### config.mk
export PLATFORM = sky130hd
export DESIGN_NAME = pipe_regs
export DESIGN_NICKNAME = d
export VERILOG_FILES = /design/src/rtl/pipe_regs_pkg.sv /design/src/rtl/pipe_regs_stage.sv /design/src/rtl/pipe_regs.sv
export SDC_FILE = /design/constraint.sdc
export NUM_CORES = 1
export LEC_CHECK = 0
export BUFFER_PORTS_ARGS = -buffer_cell sky130_fd_sc_hd__buf_4
export CAP_MARGIN = 15
export CORE_ASPECT_RATIO = 1.2
export CORE_MARGIN = 3
export CORE_UTILIZATION = 47
export DETAILED_ROUTE_END_ITERATION = 8
export GPL_ROUTABILITY_DRIVEN = 1
export PLACE_DENSITY = 0.73
export SLEW_MARGIN = 20
export SYNTH_ARGS = -nofsm -noshare
export SYNTH_HDL_FRONTEND = slang
export SYNTH_SLANG_ARGS = --single-unit
### constraint.sdc
create_clock -name clk -period 1.3 [get_ports clk]
set_input_delay 0.26 -clock clk [delete_from_list [all_inputs] [get_ports clk]]
set_output_delay 0.26 -clock clk [all_outputs]
set_load 0.02 [all_outputs]
### src/rtl/pipe_regs_pkg.sv
// pipe_regs_pkg
// Shared constants and helpers for the pipe_regs register chain.
//   DEFAULT_WIDTH  : default payload width in bits
//   DEFAULT_STAGES : default number of register stages
//   count_width()  : bit width of the optional occupancy count port
package pipe_regs_pkg;

  localparam int DEFAULT_WIDTH  = 8;
  localparam int DEFAULT_STAGES = 3;

  localparam int MIN_WIDTH  = 1;
  localparam int MAX_WIDTH  = 256;
  localparam int MIN_STAGES = 1;
  localparam int MAX_STAGES = 16;

  // Enough bits to represent 0..stages inclusive.
  function automatic int count_width(input int stages);
    return (stages < 1) ? 1 : $clog2(stages + 1);
  endfunction

endpackage

### src/rtl/pipe_regs_stage.sv
// pipe_regs_stage
// One slot of the pipe_regs chain: a valid flag plus a payload register.
// Ports:
//   clk, reset : clock and asynchronous active-high reset (clears valid and data)
//   i_flush    : drop the held entry at the next edge (data left untouched)
//   i_load     : capture i_data and mark the slot valid
//   i_clear    : slot's entry moved downstream; clear valid unless reloaded
//   i_data     : payload from the upstream slot (or the block input)
//   o_valid    : slot holds a valid entry
//   o_data     : held payload
module pipe_regs_stage
  import pipe_regs_pkg::*;
#(
  parameter int WIDTH = DEFAULT_WIDTH
) (
  input  logic             clk,
  input  logic             reset,
  input  logic             i_flush,
  input  logic             i_load,
  input  logic             i_clear,
  input  logic [WIDTH-1:0] i_data,
  output logic             o_valid,
  output logic [WIDTH-1:0] o_data
);

  logic             r_valid;
  logic [WIDTH-1:0] r_data;

  // Load wins over clear so a slot that is emptied and refilled in the
  // same cycle stays valid. Data only moves on load; a stale payload in an
  // invalid slot is harmless because the valid flag is authoritative.
  always_ff @(posedge clk or posedge reset) begin
    if (reset) begin
      r_valid <= 1'b0;
      r_data  <= '0;
    end else begin
      if (i_flush) begin
        r_valid <= 1'b0;
      end else if (i_load) begin
        r_valid <= 1'b1;
      end else if (i_clear) begin
        r_valid <= 1'b0;
      end
      if (i_load) begin
        r_data <= i_data;
      end
    end
  end

  assign o_valid = r_valid;
  assign o_data  = r_data;

endmodule

### src/rtl/pipe_regs.sv
// pipe_regs
// Valid/ready register chain of STAGES slots with bubble collapsing,
// stall (freeze) and flush (discard) controls.
// Parameters: WIDTH (1..256), STAGES (1..16).
// Ports:
//   clk, reset            : clock, asynchronous active-high reset
//   flush                 : discard every held entry at the next edge
//   stall                 : freeze the whole chain, no handshakes
//   in_valid/in_ready     : upstream handshake, in_data payload
//   out_valid/out_ready   : downstream handshake, out_data payload
//   count                 : number of valid slots (only with PIPE_REGS_COUNT_EN)
// Optional feature: define PIPE_REGS_COUNT_EN to add the registered
// occupancy count output.
module pipe_regs
  import pipe_regs_pkg::*;
#(
  parameter int WIDTH  = DEFAULT_WIDTH,
  parameter int STAGES = DEFAULT_STAGES
) (
  input  logic                             clk,
  input  logic                             reset,
  input  logic                             flush,
  input  logic                             stall,
  input  logic                             in_valid,
  output logic                             in_ready,
  input  logic [WIDTH-1:0]                 in_data,
  output logic                             out_valid,
  input  logic                             out_ready,
  output logic [WIDTH-1:0]                 out_data
`ifdef PIPE_REGS_COUNT_EN
  ,
  output logic [count_width(STAGES)-1:0]   count
`endif
);

  logic [STAGES-1:0] w_valid;
  logic [WIDTH-1:0]  w_data [STAGES];
  logic [STAGES-1:0] w_adv;
  logic              w_go;
  logic              w_accept;
  logic              r_rst_done;

  // Any flush or stall suppresses all movement and both handshakes.
  assign w_go = ~flush & ~stall;

  // Holds in_ready low until the first clock edge after reset releases.
  always_ff @(posedge clk or posedge reset) begin
    if (reset) begin
      r_rst_done <= 1'b0;
    end else begin
      r_rst_done <= 1'b1;
    end
  end

  // Advance ripples from the output back toward the input: a slot moves
  // if the slot ahead is empty or is itself moving. This is what collapses
  // bubbles and also makes in_ready combinational from out_ready.
  always_comb begin : p_adv
    logic [STAGES-1:0] adv_acc;
    adv_acc = '0;
    adv_acc[STAGES-1] = w_go & w_valid[STAGES-1] & out_ready;
    for (int k = STAGES - 2; k >= 0; k--) begin
      adv_acc[k] = w_go & w_valid[k] & (~w_valid[k+1] | adv_acc[k+1]);
    end
    w_adv = adv_acc;
  end

  assign in_ready  = r_rst_done & w_go & (~w_valid[0] | w_adv[0]);
  assign w_accept  = in_valid & in_ready;
  assign out_valid = w_valid[STAGES-1] & w_go;
  assign out_data  = w_data[STAGES-1];

  genvar gi;
  generate
    for (gi = 0; gi < STAGES; gi++) begin : g_stage
      logic             w_load_k;
      logic [WIDTH-1:0] w_din_k;

      if (gi == 0) begin : g_head
        assign w_load_k = w_accept;
        assign w_din_k  = in_data;
      end else begin : g_body
        assign w_load_k = w_adv[gi-1];
        assign w_din_k  = w_data[gi-1];
      end

      pipe_regs_stage #(
        .WIDTH (WIDTH)
      ) u_stage (
        .clk     (clk),
        .reset   (reset),
        .i_flush (flush),
        .i_load  (w_load_k),
        .i_clear (w_adv[gi]),
        .i_data  (w_din_k),
        .o_valid (w_valid[gi]),
        .o_data  (w_data[gi])
      );
    end
  endgenerate

`ifdef PIPE_REGS_COUNT_EN
  localparam int CW = count_width(STAGES);

  logic [CW-1:0] r_count;
  logic          w_leave;

  // Occupancy only changes at the ends of the chain; internal bubble
  // movement leaves it unchanged.
  assign w_leave = w_adv[STAGES-1];

  always_ff @(posedge clk or posedge reset) begin
    if (reset) begin
      r_count <= '0;
    end else if (flush) begin
      r_count <= '0;
    end else begin
      r_count <= r_count + CW'(w_accept) - CW'(w_leave);
    end
  end

  assign count = r_count;
`endif

endmodule
Word-level counts from Yosys, hierarchy flattened. Index checks and enable logic that the tools add are counted.

Reduce and logical (&&, ||, !) cells: 3. Multiplexer cells: 9. Bitwise operators: 18.

Operators by type and width (number): AND 1 bit (10); 2-to-1 mux 1 bit (9); nonzero test 3 bit (3); inverter 1 bit (5); OR 1 bit (3).

Input bits: 14. Register bits: 28.

Logic depth before layout (Yosys ltp). Gate-level depths: netlist of the first run.

Word-level depth: 13. Depth in mapped cells: 3. Mapped depth without buffers: 3.

Modules after synthesis. From an unflattened synthesis of the first run, not the netlist that was laid out.

Cells, all modules: 79. Area total of the unflattened synthesis: 1233.7 um^2.

Modules (own cells, without submodules): pipe_regs_stage (area each 375.4 um^2, sequential area each 225.2 um^2, cells each 22, times used 3); pipe_regs (area each 107.6 um^2, sequential area each 25.0 um^2, cells each 13, times used 1).

Worst setup path after synthesis of the first run. Ideal clock, no wire load.

Path kind: register -> register. Start point: register g_stage[1].u_stage.r_valid. End point: register g_stage[0].u_stage.r_data[0]. Clock period less this slack: 1.183 ns. Setup time: 0.125 ns. Buffers on the path: 0. Path slack: 0.117 ns. Stages on the path, launching flop included: 4. Arrival: 1.058 ns. Required time: 1.175 ns. Cells stage by stage: dfrtp_1 nand4b_1 nand4_4 mux2_2.

Word-level cells in the longest chain between the ends: 7.

RTL lines: start, declared (RTL line pipe_regs_stage.sv:26) `logic r_valid;`; start signal, assigned (RTL line pipe_regs_stage.sv:34) `r_valid <= 1'b0;`; start signal, assigned (RTL line pipe_regs_stage.sv:38) `r_valid <= 1'b0;`; start signal, assigned (RTL line pipe_regs_stage.sv:40) `r_valid <= 1'b1;`; AND 1 bit (2 in series) (RTL line pipe_regs.sv:63) `adv_acc[k] = w_go & w_valid[k] & (~w_valid[k+1] | adv_acc[k+1]);`; OR 1 bit (*) (RTL line pipe_regs.sv:63); AND 1 bit (*) (RTL line pipe_regs.sv:63); OR 1 bit (*) (RTL line pipe_regs.sv:68) `assign in_ready = r_rst_done & w_go & (~w_valid[0] | w_adv[0]);`; AND 1 bit (*) (RTL line pipe_regs.sv:68); AND 1 bit (*) (RTL line pipe_regs.sv:69) `assign w_accept = in_valid & in_ready;`; end signal, assigned (RTL line pipe_regs_stage.sv:45) `r_data <= i_data;`; end, declared (RTL line pipe_regs_stage.sv:27) `logic [WIDTH-1:0] r_data;`.

Mark *: on every way between the ends. The rest lies on a longest branch, timed or not. A chain may end at the register's enable or synchronous reset.

Worst setup path in the final report of the first run.
Start point: register g_stage[0].u_stage.r_valid. End point: output port in_ready.

Word-level cells in the longest chain between the ends: 4.

RTL lines: start, declared (RTL line pipe_regs_stage.sv:26); start signal, assigned (RTL line pipe_regs_stage.sv:34); start signal, assigned (RTL line pipe_regs_stage.sv:38); start signal, assigned (RTL line pipe_regs_stage.sv:40); AND 1 bit (2 in series) (RTL line pipe_regs.sv:63); OR 1 bit (*) (RTL line pipe_regs.sv:68); AND 1 bit (*) (RTL line pipe_regs.sv:68); end, declared (RTL line pipe_regs.sv:25) `output logic in_ready,`.

Marked as above.

==> results of run 1 <==
[cell type report]
cell class / instances / area (um^2) / share of cell area
timing repair buffer: 29 / 229 / 0.159
multi-input combinational: 43 / 433 / 0.300
inverter: 2 / 7.51 / 0.00520
clock buffer: 4 / 36.3 / 0.0251
tap: 30 / 37.5 / 0.0260
sequential: 28 / 701 / 0.485
[cells by family after synthesis]
kind of cell / count (synthesis) / share of synthesized area
flip-flops: 28 / 0.622
multiplexers: 24 / 0.240
AND/OR/NAND/NOR: 14 / 0.106
AO/OA/AOI/OAI: 4 / 0.0222
buffers and inverters: 2 / 0.00667
other: 1 / 0.00333
[flip-flops by register name, summed over array words and instances, names as in the netlist]
register                 cells
g_stage.u_stage.o_data      24
g_stage.u_stage.o_valid      3
r_rst_done                   1
[metrics by stage]
step           setup TNS (ns)  setup slack, ns  total power, mW  cells
2_1_floorplan               0            0.117             1.29     73
3_5_place_dp           -0.271          -0.0454             1.42    128
3_3_place_gp                0          0.00376             1.40    128
5_1_grt                -0.890           -0.190             1.90    136
6_report               -0.182           -0.109             1.80    136
4_1_cts                -0.191           -0.102             1.81    136
[repair_timing]
item	in CTS	in global routing
pin swaps	2	3
setup endpoints to repair	10	18
hold buffers	0	0
resized for setup	3	2
setup buffers	4	0
[per-layer routing]
layer	track usage	vias up	wire length (um)
met5	0	-	0
met4	0.0346	0	12
met2	0.269	14	1040
li1	-	323	-
met3	0.0227	2	65
met1	0.184	338	812
[power by group through the flow]
stage | clock, mW | sequential (mW) | combinational, mW
after CTS | 0.410 | 1.09 | 0.310
final | 0.402 | 1.09 | 0.305
after global placement | 0 | 1.11 | 0.290
after detailed placement | 0 | 1.12 | 0.302
after global routing | 0.444 | 1.12 | 0.336
after floorplan | 0 | 1.12 | 0.165
[worst max-delay path by stage]
stage	from	end	slack, ns	cells after the start
CTS	g_stage[0].u_stage.o_valid$_DFFE_PP0P_	in_ready	-0.10	3
finish	g_stage[0].u_stage.o_valid$_DFFE_PP0P_	in_ready	-0.11	3
detailed placement	out_ready	g_stage[0].u_stage.o_data[7]$_DFFE_PP0P_	-0.05	4
global route	g_stage[0].u_stage.o_valid$_DFFE_PP0P_	in_ready	-0.19	3
global placement	flush	g_stage[1].u_stage.o_data[0]$_DFFE_PP0P_	0.004	4
floorplan	g_stage[1].u_stage.o_valid$_DFFE_PP0P_	g_stage[0].u_stage.o_data[0]$_DFFE_PP0P_	0.12	3
[worst min-delay path: cells and delay by family]
family	cells	cell delay, ns
buffers and inverters	3	0.46
[cells in the mapped netlist]
library cell / n
nor2_4: 1
o21ai_0: 2
a21bo_2: 1
nor2b_1: 1
nand3_1: 1
and3_1: 1
nand3_2: 2
nand4b_1: 1
dfrtp_1: 28
inv_1: 2
nand4_4: 1
nand3b_1: 1
mux2_2: 24
conb_1: 1
and2_1: 1
and2b_1: 1
nand2b_1: 3
a21oi_1: 1
==> flow_metrics.tcl, run 1 <==
set metrics [dict create \
    min-delay-path-class "in2async" \
    worstSetupPathType "reg2out" \
    clockBufferDepth 2 \
    io_buffers 23 \
    netlist_top_cells_area "dfrtp_1, mux2_2, nand4_4, nand3_2, nand2b_1" \
    die-width_um 50.7 \
    syn-num-nets 87 \
    synth_seq_cells 28 \
    crit_required_ns 1.04 \
    layout_commonest_cell "dfrtp_1" \
    insertion_delay_ns 0.31 \
    cts_root_buf "clkbuf_4" \
    postRouteAntennaNets 0 \
    clkPwrFrac 0.223 \
    postSynthAreaPerCell_um2 15.4 \
    drt_iter0_markers 4 \
    drive_gt1_frac 0.585 \
    drv_cap 0 \
    syn_inst 73 \
    max_stage_delay_ns 0.41 \
    hold_violations 28 \
    arrival_ns 1.15 \
    layout_common_cells "dfrtp_1, buf_4, mux2_2" \
    grt_pass1_wl_um 3300 \
    grt_pass1_vias 702 \
    core_area_mm2 0.00216 \
    clk_pin_slew_ns 0.14 \
    cpMaxStageDelayCell "dfrtp_1" \
    antenna_cells 0 \
    synth_top_area_cell "dfrtp_1" \
    end_kind "primary output" \
    dpl.hpwl_um 1410 \
    rsz0062_at_grt "true" \
    vias 677 \
    overflow 0 \
    p_leak_nw 0.709 \
    postPlaceCellArea_mm2 0.00135 \
    avgRoutedWirePerCell_um 14.2 \
    skew_ns 0.00764 \
    cts_tree "done" \
    cp_max_fo 2 \
    yosys_warnings 0 \
    clock_sinks 28 \
    remaining_drc_errors 0 \
    outcome "finished with violations" \
    numCtsBuffers 3 \
    violations "negative hold slack, negative setup slack" \
    rows 18 \
    holdWs_ns -0.0163 \
    finalCritPeriodShare 1.08 \
    setup_ws_ns -0.109 \
    h-tree-depth 1 \
    synth.distinct_cells 18 \
    gp_congestion 0.755 \
    ys_seq_area_frac 0.622 \
    slew_viol_final 0 \
    p_comb_frac 0.169 \
    fillers 187 \
    seqPwrFrac 0.607 \
    die_h_um 59.6 \
    grt_start_max_net_pins 29 \
    r2r_slack_ns 0 \
    p_per_area_mw_per_mm2 1250 \
    p_int_mw 1.38 \
    postLayoutCellArea_mm2 0.00144 \
    antenna_found_initial 0 \
    die_area_mm2 0.00302 \
    start_util 0.521 \
    p_switching_uw 423 \
    pin_count 24 \
    swShare 0.235 \
    finalSetupViolCount 4 \
    crit_family "flip-flops" \
    first_pass_iters 2 \
    synthesis.area_mm2 0.00113 \
    wl_um 1930 \
    fin_util 0.668 \
    vdd_drop_max_uv 894 \
    reg2reg_to "g_stage[0].u_stage.o_data[7]$_DFFE_PP0P_" \
    period_needed_ns 1.41 \
    grtUsageTotal 0.148 \
    path_buf_inv 1 \
    via_per_inst 4.98 \
    num-nets-final 121 \
    rr_worst_depth 4 \
    yosysTopAreaCellShare 0.622 \
    r2r-start "g_stage[2].u_stage.o_valid$_DFFE_PP0P_" \
    path_cells "nand4b_1 > and3_1 > buf_6" \
    fmax_ghz 0.710 \
    cp-start-kind "register" \
    area_growth_pct 28.2 \
]
Note: power is estimated with default switching activity, not from simulation.
==> inputs of run 2 (changes only) <==
--- a/config.mk
+++ b/config.mk
@@ -5,6 +5,7 @@
 export SDC_FILE = /design/constraint.sdc
 export NUM_CORES = 1
 export LEC_CHECK = 0
+export ABC_AREA = 1
 export BUFFER_PORTS_ARGS = -buffer_cell sky130_fd_sc_hd__buf_4
 export CAP_MARGIN = 15
 export CORE_ASPECT_RATIO = 1.2
==> run 2 against run 1 <==
Net effect: the flow finishes with violations (negative setup slack); clock skew fell by 0.0049 ns; critical path depth grew 4; area after synthesis is 5.0% higher; sequential share of layout area decreased by 5.0 points; count of clock-buffer cells in the layout unchanged; worst setup slack worse by 0.18 ns; core utilization up 1.7 points; maximum frequency down 11%.
==> flow_metrics.tcl, run 2 <==
set metrics [dict create \
    grt_start_max_net_pins 28 \
    rr_worst_depth 10 \
    grt_pass1_vias 880 \
    reg2reg_to "g_stage[0].u_stage.o_data[6]$_DFFE_PP0P_" \
    die_area_mm2 0.00316 \
    hold_violations 0 \
    avgRoutedWirePerCell_um 12.5 \
    holdWs_ns 0.191 \
    drive_gt1_frac 0.429 \
    grt_pass1_wl_um 3840 \
    violations "negative setup slack" \
    postSynth.asyncResetShare 1.00 \
    postSynthAreaPerCell_um2 10.1 \
    end_kind "primary output" \
    p_per_area_mw_per_mm2 1080 \
    postRouteAntennaNets 0 \
    overflow 0 \
    via_per_inst 4.95 \
    arrival_ns 1.32 \
    layout_commonest_cell "buf_4" \
    crit_start "g_stage[1].u_stage.o_valid$_DFFE_PP0P_" \
    remaining_drc_errors 0 \
    ys_seq_area_frac 0.593 \
    postLayoutCellArea_mm2 0.00161 \
    postPlaceCellArea_mm2 0.00150 \
    syn_inst 117 \
    synth_top_area_cell "dfrtp_1" \
    area_growth_pct 36.3 \
    cp_max_fo 2 \
    pin_count 24 \
    r2r_slack_ns -0.08 \
    period_needed_ns 1.58 \
    die_h_um 60.9 \
    gp_congestion 0.717 \
    vias 926 \
    rows 19 \
    synth-main-ff-cell "dfrtp_1" \
    vdd_drop_max_uv 789 \
    h-tree-depth 1 \
    die-width_um 51.8 \
    synth.distinct_cells 18 \
    fmax_ghz 0.631 \
    wl_um 2340 \
    num-nets-final 171 \
    outcome "finished with violations" \
    grtUsageTotal 0.163 \
    dpl.hpwl_um 1680 \
    io_buffers 23 \
    final.setup.tns_ns -0.662 \
    min-delay-path-class "in2reg" \
    setup_ws_ns -0.284 \
    crit_required_ns 1.04 \
    layout_common_cells "buf_4, dfrtp_1, nand2_1" \
    clk_pin_slew_ns 0.14 \
    syn-num-nets 131 \
    yosysTopAreaCellShare 0.593 \
    finalCritPeriodShare 1.22 \
    yosys_warnings 0 \
    core_area_mm2 0.00235 \
    skew_ns 0.00278 \
    numCtsBuffers 3 \
    drt_iter0_markers 3 \
    p_total_mw 1.75 \
    finalSetupViolCount 9 \
    slew_viol_final 0 \
    rsz0062_at_grt "true" \
    synthesis.area_mm2 0.00118 \
    clock_sinks 28 \
    synth_edf_count 0 \
    insertion_delay_ns 0.31 \
    cts_tree "done" \
    synth_seq_cells 28 \
    antenna_cells 0 \
    worstSetupPathType "reg2out" \
    cts_root_buf "clkbuf_4" \
    largest_reg_flops 24 \
    clockBufferDepth 2 \
    first_pass_iters 5 \
    cp-start-kind "register" \
    netlist_top_cells_area "dfrtp_1, nand2_1, mux2_1, nand4_1, nand2_4" \
    r2r-start "g_stage[1].u_stage.o_valid$_DFFE_PP0P_" \
    synth_commonest_cells "nand2_1, dfrtp_1, inv_1" \
    yosys.cell_count.top_type "nand2_1" \
    antenna_found_initial 0 \
    start_util 0.502 \
    drv_cap 0 \
    cp-endpoint "in_ready" \
    p_leak_nw 0.848 \
]
-- run 2: cell types whose count changed after synthesis, moves of 2 or more --
cell	change
mux2_2	-24
nor2_1	+3
nand4_1	+8
nand2_1	+35
mux2_1	+7
buf_2	+2
nand2b_1	-3
nor2_2	+2
nand3_2	-2
inv_1	+8
nand2_4	+4
nand3_1	+6
-- run 2: what timing repair did --
| item | CTS | global route |
|---|---|---|
| pin swaps | 4 | 7 |
| endpoints found under the setup margin | 1 | 27 |
| buffers inserted | 4 | 1 |
| gates cloned | 0 | 0 |
| hold endpoints to repair | 1 | 0 |
| hold buffers | 1 | 0 |
| gates resized for setup | 7 | 14 |
-- run 2: kinds of logic (layout without fill, tap and decap cells) --
group           count (synthesis)  count (layout)  share of synthesized area
simple gates                   61              61                      0.266
flops                          28              28                      0.593
buf+inv                        14              53                     0.0466
mux                             7               7                     0.0667
compound gates                  6               6                     0.0254
other cells                     1               1                    0.00317
-- run 2: how the worst min path moves through the flow --
stage | startpoint | endpoint | slack [ns] | depth (start not counted)
after global routing | in_data[4] | g_stage[0].u_stage.o_data[4]$_DFFE_PP0P_ | 0.19 | 3
after CTS | in_data[5] | g_stage[0].u_stage.o_data[5]$_DFFE_PP0P_ | 0.19 | 3
after floorplan | reset | g_stage[0].u_stage.o_data[0]$_DFFE_PP0P_ | 0.33 | 1
final | in_data[5] | g_stage[0].u_stage.o_data[5]$_DFFE_PP0P_ | 0.19 | 3
after detailed placement | reset | g_stage[2].u_stage.o_data[7]$_DFFE_PP0P_ | 0.12 | 2
after global placement | reset | g_stage[2].u_stage.o_data[7]$_DFFE_PP0P_ | 0.11 | 2
-- run 2: report_power, final --
| group | switching, mW | internal [mW] | leakage (nW) |
|---|---|---|---|
| logic | 0.168 | 0.150 | 0.466 |
| registers | 0.0791 | 0.997 | 0.367 |
| clock network | 0.234 | 0.120 | 0.0150 |
-- run 2: metal layers --
metal	global-route usage	vias to the layer above	wire (um)
li1	-	453	-
met1	0.193	453	942
met2	0.313	18	1300
met3	0.0221	2	89
met4	0.0337	0	13
met5	0	-	0
-- run 2: cell type report --
class / count / area [um^2]
clock buffers: 4 / 26.3
fillers: 180 / 742
inverters: 11 / 41.3
multi-input cells: 75 / 492
flip-flops and latches: 28 / 702
well taps: 31 / 38.8
repair buffers: 38 / 312
-- run 2: through the flow --
step	utilization	cells	worst slack, ns
floorplan	-	117	-0.0405
global placement	0.636	180	-0.0647
detailed placement	0.636	180	-0.145
CTS	0.677	189	-0.297
global route	0.685	187	-0.357
finish	0.685	187	-0.284
-- run 2: critical path: stages (launching register included) --
cell,delay [ns]
dfrtp_1,0.40
inv_2,0.05
nor2_4,0.08
nand2_2,0.07
nand2_4,0.09
nand2_4,0.05
a21oi_4,0.14
buf_6,0.13
==> inputs of run 3 (changes only) <==
--- a/config.mk
+++ b/config.mk
@@ -10,10 +10,10 @@
 export CAP_MARGIN = 15
 export CORE_ASPECT_RATIO = 1.2
 export CORE_MARGIN = 3
-export CORE_UTILIZATION = 47
+export CORE_UTILIZATION = 52
 export DETAILED_ROUTE_END_ITERATION = 8
 export GPL_ROUTABILITY_DRIVEN = 1
-export PLACE_DENSITY = 0.73
+export PLACE_DENSITY = 0.76
 export SLEW_MARGIN = 20
 export SYNTH_ARGS = -nofsm -noshare
 export SYNTH_HDL_FRONTEND = slang
==> constraint.sdc (replaced) <==
create_clock -name clk -period 1.5 [get_ports clk]
set_input_delay 0.3 -clock clk [delete_from_list [all_inputs] [get_ports clk]]
set_output_delay 0.3 -clock clk [all_outputs]
set_load 0.02 [all_outputs]
==> run 3 against run 2 <==
Net effect: the flow still finishes with violations (negative setup slack); flip-flop and latch count unchanged; clock skew up 0.0042 ns; worst hold slack worse by 0.18 ns; design area down 3.6%; critical path type unchanged; register-to-register slack better by 0.14 ns; power down 5.8%; highest routed layer unchanged; via count down 2.5%; sequential power down 15%; critical path depth unchanged; die area down 8.6%; sequential share of layout area up 1.6 points.
==> flow_metrics.tcl, run 3 (synthesis results as in run 2) <==
set metrics [dict create \
    finalCritPeriodShare 1.10 \
    layout_commonest_cell "buf_4" \
    cpMaxStageDelayCell "dfrtp_1" \
    antenna_cells 0 \
    remaining_drc_errors 0 \
    clk_pin_slew_ns 0.14 \
    fmax_ghz 0.609 \
    max_stage_delay_ns 0.41 \
    slew_viol_final 0 \
    outcome "finished with violations" \
    layout_common_cells "buf_4, nand2_1, dfrtp_1" \
    hold_buffers 0 \
    grt_start_max_net_pins 29 \
    dpl.hpwl_um 1540 \
    die-width_um 49.5 \
    first_pass_iters 5 \
    final.setup.tns_ns -0.143 \
    fin_util 0.733 \
    via_per_inst 4.91 \
    die_h_um 58.2 \
    end_kind "primary output" \
    grt_pass1_vias 858 \
    overflow 0 \
    grtUsageTotal 0.166 \
    die_area_mm2 0.00288 \
    largest_reg_flops 24 \
    finalSetupViolCount 1 \
    start_util 0.559 \
    drive_gt1_frac 0.338 \
    setup_ws_ns -0.143 \
    worstSetupPathType "reg2out" \
    p_leak_nw 0.840 \
    fillers 168 \
    drv_cap 0 \
    skew_ns 0.00702 \
    worst_path_most_repeated_cell "nand2_4" \
    arrival_ns 1.34 \
    vias 903 \
    path_cells "inv_2 > nor2_4 > nand2_2 > nand2_4 > nand2_4 > a21oi_2 > buf_4" \
    io_buffers 23 \
    min-delay-path-class "in2async" \
    cts_root_buf "clkbuf_4" \
    violations "negative setup slack" \
    cp-start-kind "register" \
    gp_congestion 0.729 \
    avgRoutedWirePerCell_um 11.6 \
    p_per_area_mw_per_mm2 1060 \
    postRouteAntennaNets 0 \
    cp_max_fo 2 \
    pin_count 24 \
    rows 18 \
    wl_um 2140 \
    h-tree-depth 1 \
    cts_tree "done" \
    period_needed_ns 1.64 \
    drt_iter0_markers 23 \
    numCtsBuffers 3 \
    crit_required_ns 1.20 \
    hold_violations 0 \
    vdd_drop_max_uv 771 \
    clockBufferDepth 2 \
    crit_family "flip-flops" \
    core_area_mm2 0.00212 \
    seqCellArea_um2 701 \
    rsz0062_at_grt "true" \
    area_growth_pct 31.3 \
    antenna_found_initial 0 \
    path_buf_inv 2 \
    rr_worst_depth 11 \
    insertion_delay_ns 0.33 \
    cp_num_cells 7 \
    grt_pass1_wl_um 3660 \
    num-nets-final 169 \
    multi_input_area_um2 438 \
    clock_sinks 28 \
]
==> run 3: cell count changes in the layout (fill, tap and decap cells not counted), moves of 2 or more <==
| cell | delta |
|---|---|
| inv_1 | +2 |
| inv_2 | -2 |
| nand2_1 | +9 |
| nand2_2 | -9 |
==> run 3: path summary, 6_finish.rpt <==
check,start,end,slack [ns]
hold / removal,reset,g_stage[0].u_stage.o_data[1]$_DFFE_PP0P_,0.01
hold reg to reg,g_stage[1].u_stage.o_data[2]$_DFFE_PP0P_,g_stage[1].u_stage.o_data[2]$_DFFE_PP0P_,0.48
max in group asynchronous,reset,g_stage[1].u_stage.o_data[5]$_DFFE_PP0P_,1.23
setup / recovery,g_stage[1].u_stage.o_valid$_DFFE_PP0P_,in_ready,-0.14
setup reg to reg,g_stage[1].u_stage.o_valid$_DFFE_PP0P_,g_stage[0].u_stage.o_data[0]$_DFFE_PP0P_,0.06
min in group clk,flush,g_stage[1].u_stage.o_valid$_DFFE_PP0P_,0.18
==> run 3: per-stage QoR <==
step           hold WS, ns  cell area, um^2  std cells  total power [mW]  setup WS [ns]
2_1_floorplan        0.365             1190        117              1.07        0.00460
3_3_place_gp         0.381             1450        174              1.16         0.0782
3_5_place_dp         0.387             1450        174              1.17         0.0135
4_1_cts             0.0113             1530        182              1.66         -0.121
5_1_grt             0.0277             1550        184              1.73         -0.224
6_report            0.0115             1550        184              1.65         -0.143
==> run 3: final cells by class <==
type,count,share of cell area
clock buffer,3,0.0145
clock inverter,1,0.0193
inverter,11,0.0266
multi-input combinational,75,0.282
sequential,28,0.451
tap,30,0.0242
timing repair buffer,36,0.182
==> run 3: where the power goes <==
group | switching [mW] | internal, mW
sequential | 0.0564 | 0.863
combinational | 0.133 | 0.111
clock | 0.212 | 0.270
total | 0.402 | 1.24
==> run 3: what timing repair did <==
item | in CTS | in global routing
setup endpoints to repair | 1 | 1
buffers inserted | 4 | 2
pin swaps | 4 | 3
gates resized for setup | 1 | 2
==> run 3: worst min-delay path, cell delays in order <==
cell   delay [ns]
buf_4        0.11
inv_1        0.04
buf_4        0.32
==> run 3: layer usage <==
metal  share of wire  track usage
met1            0.44        0.193
met2            0.50        0.295
met3           0.043       0.0257
met5               0            0
met4           0.017       0.0830
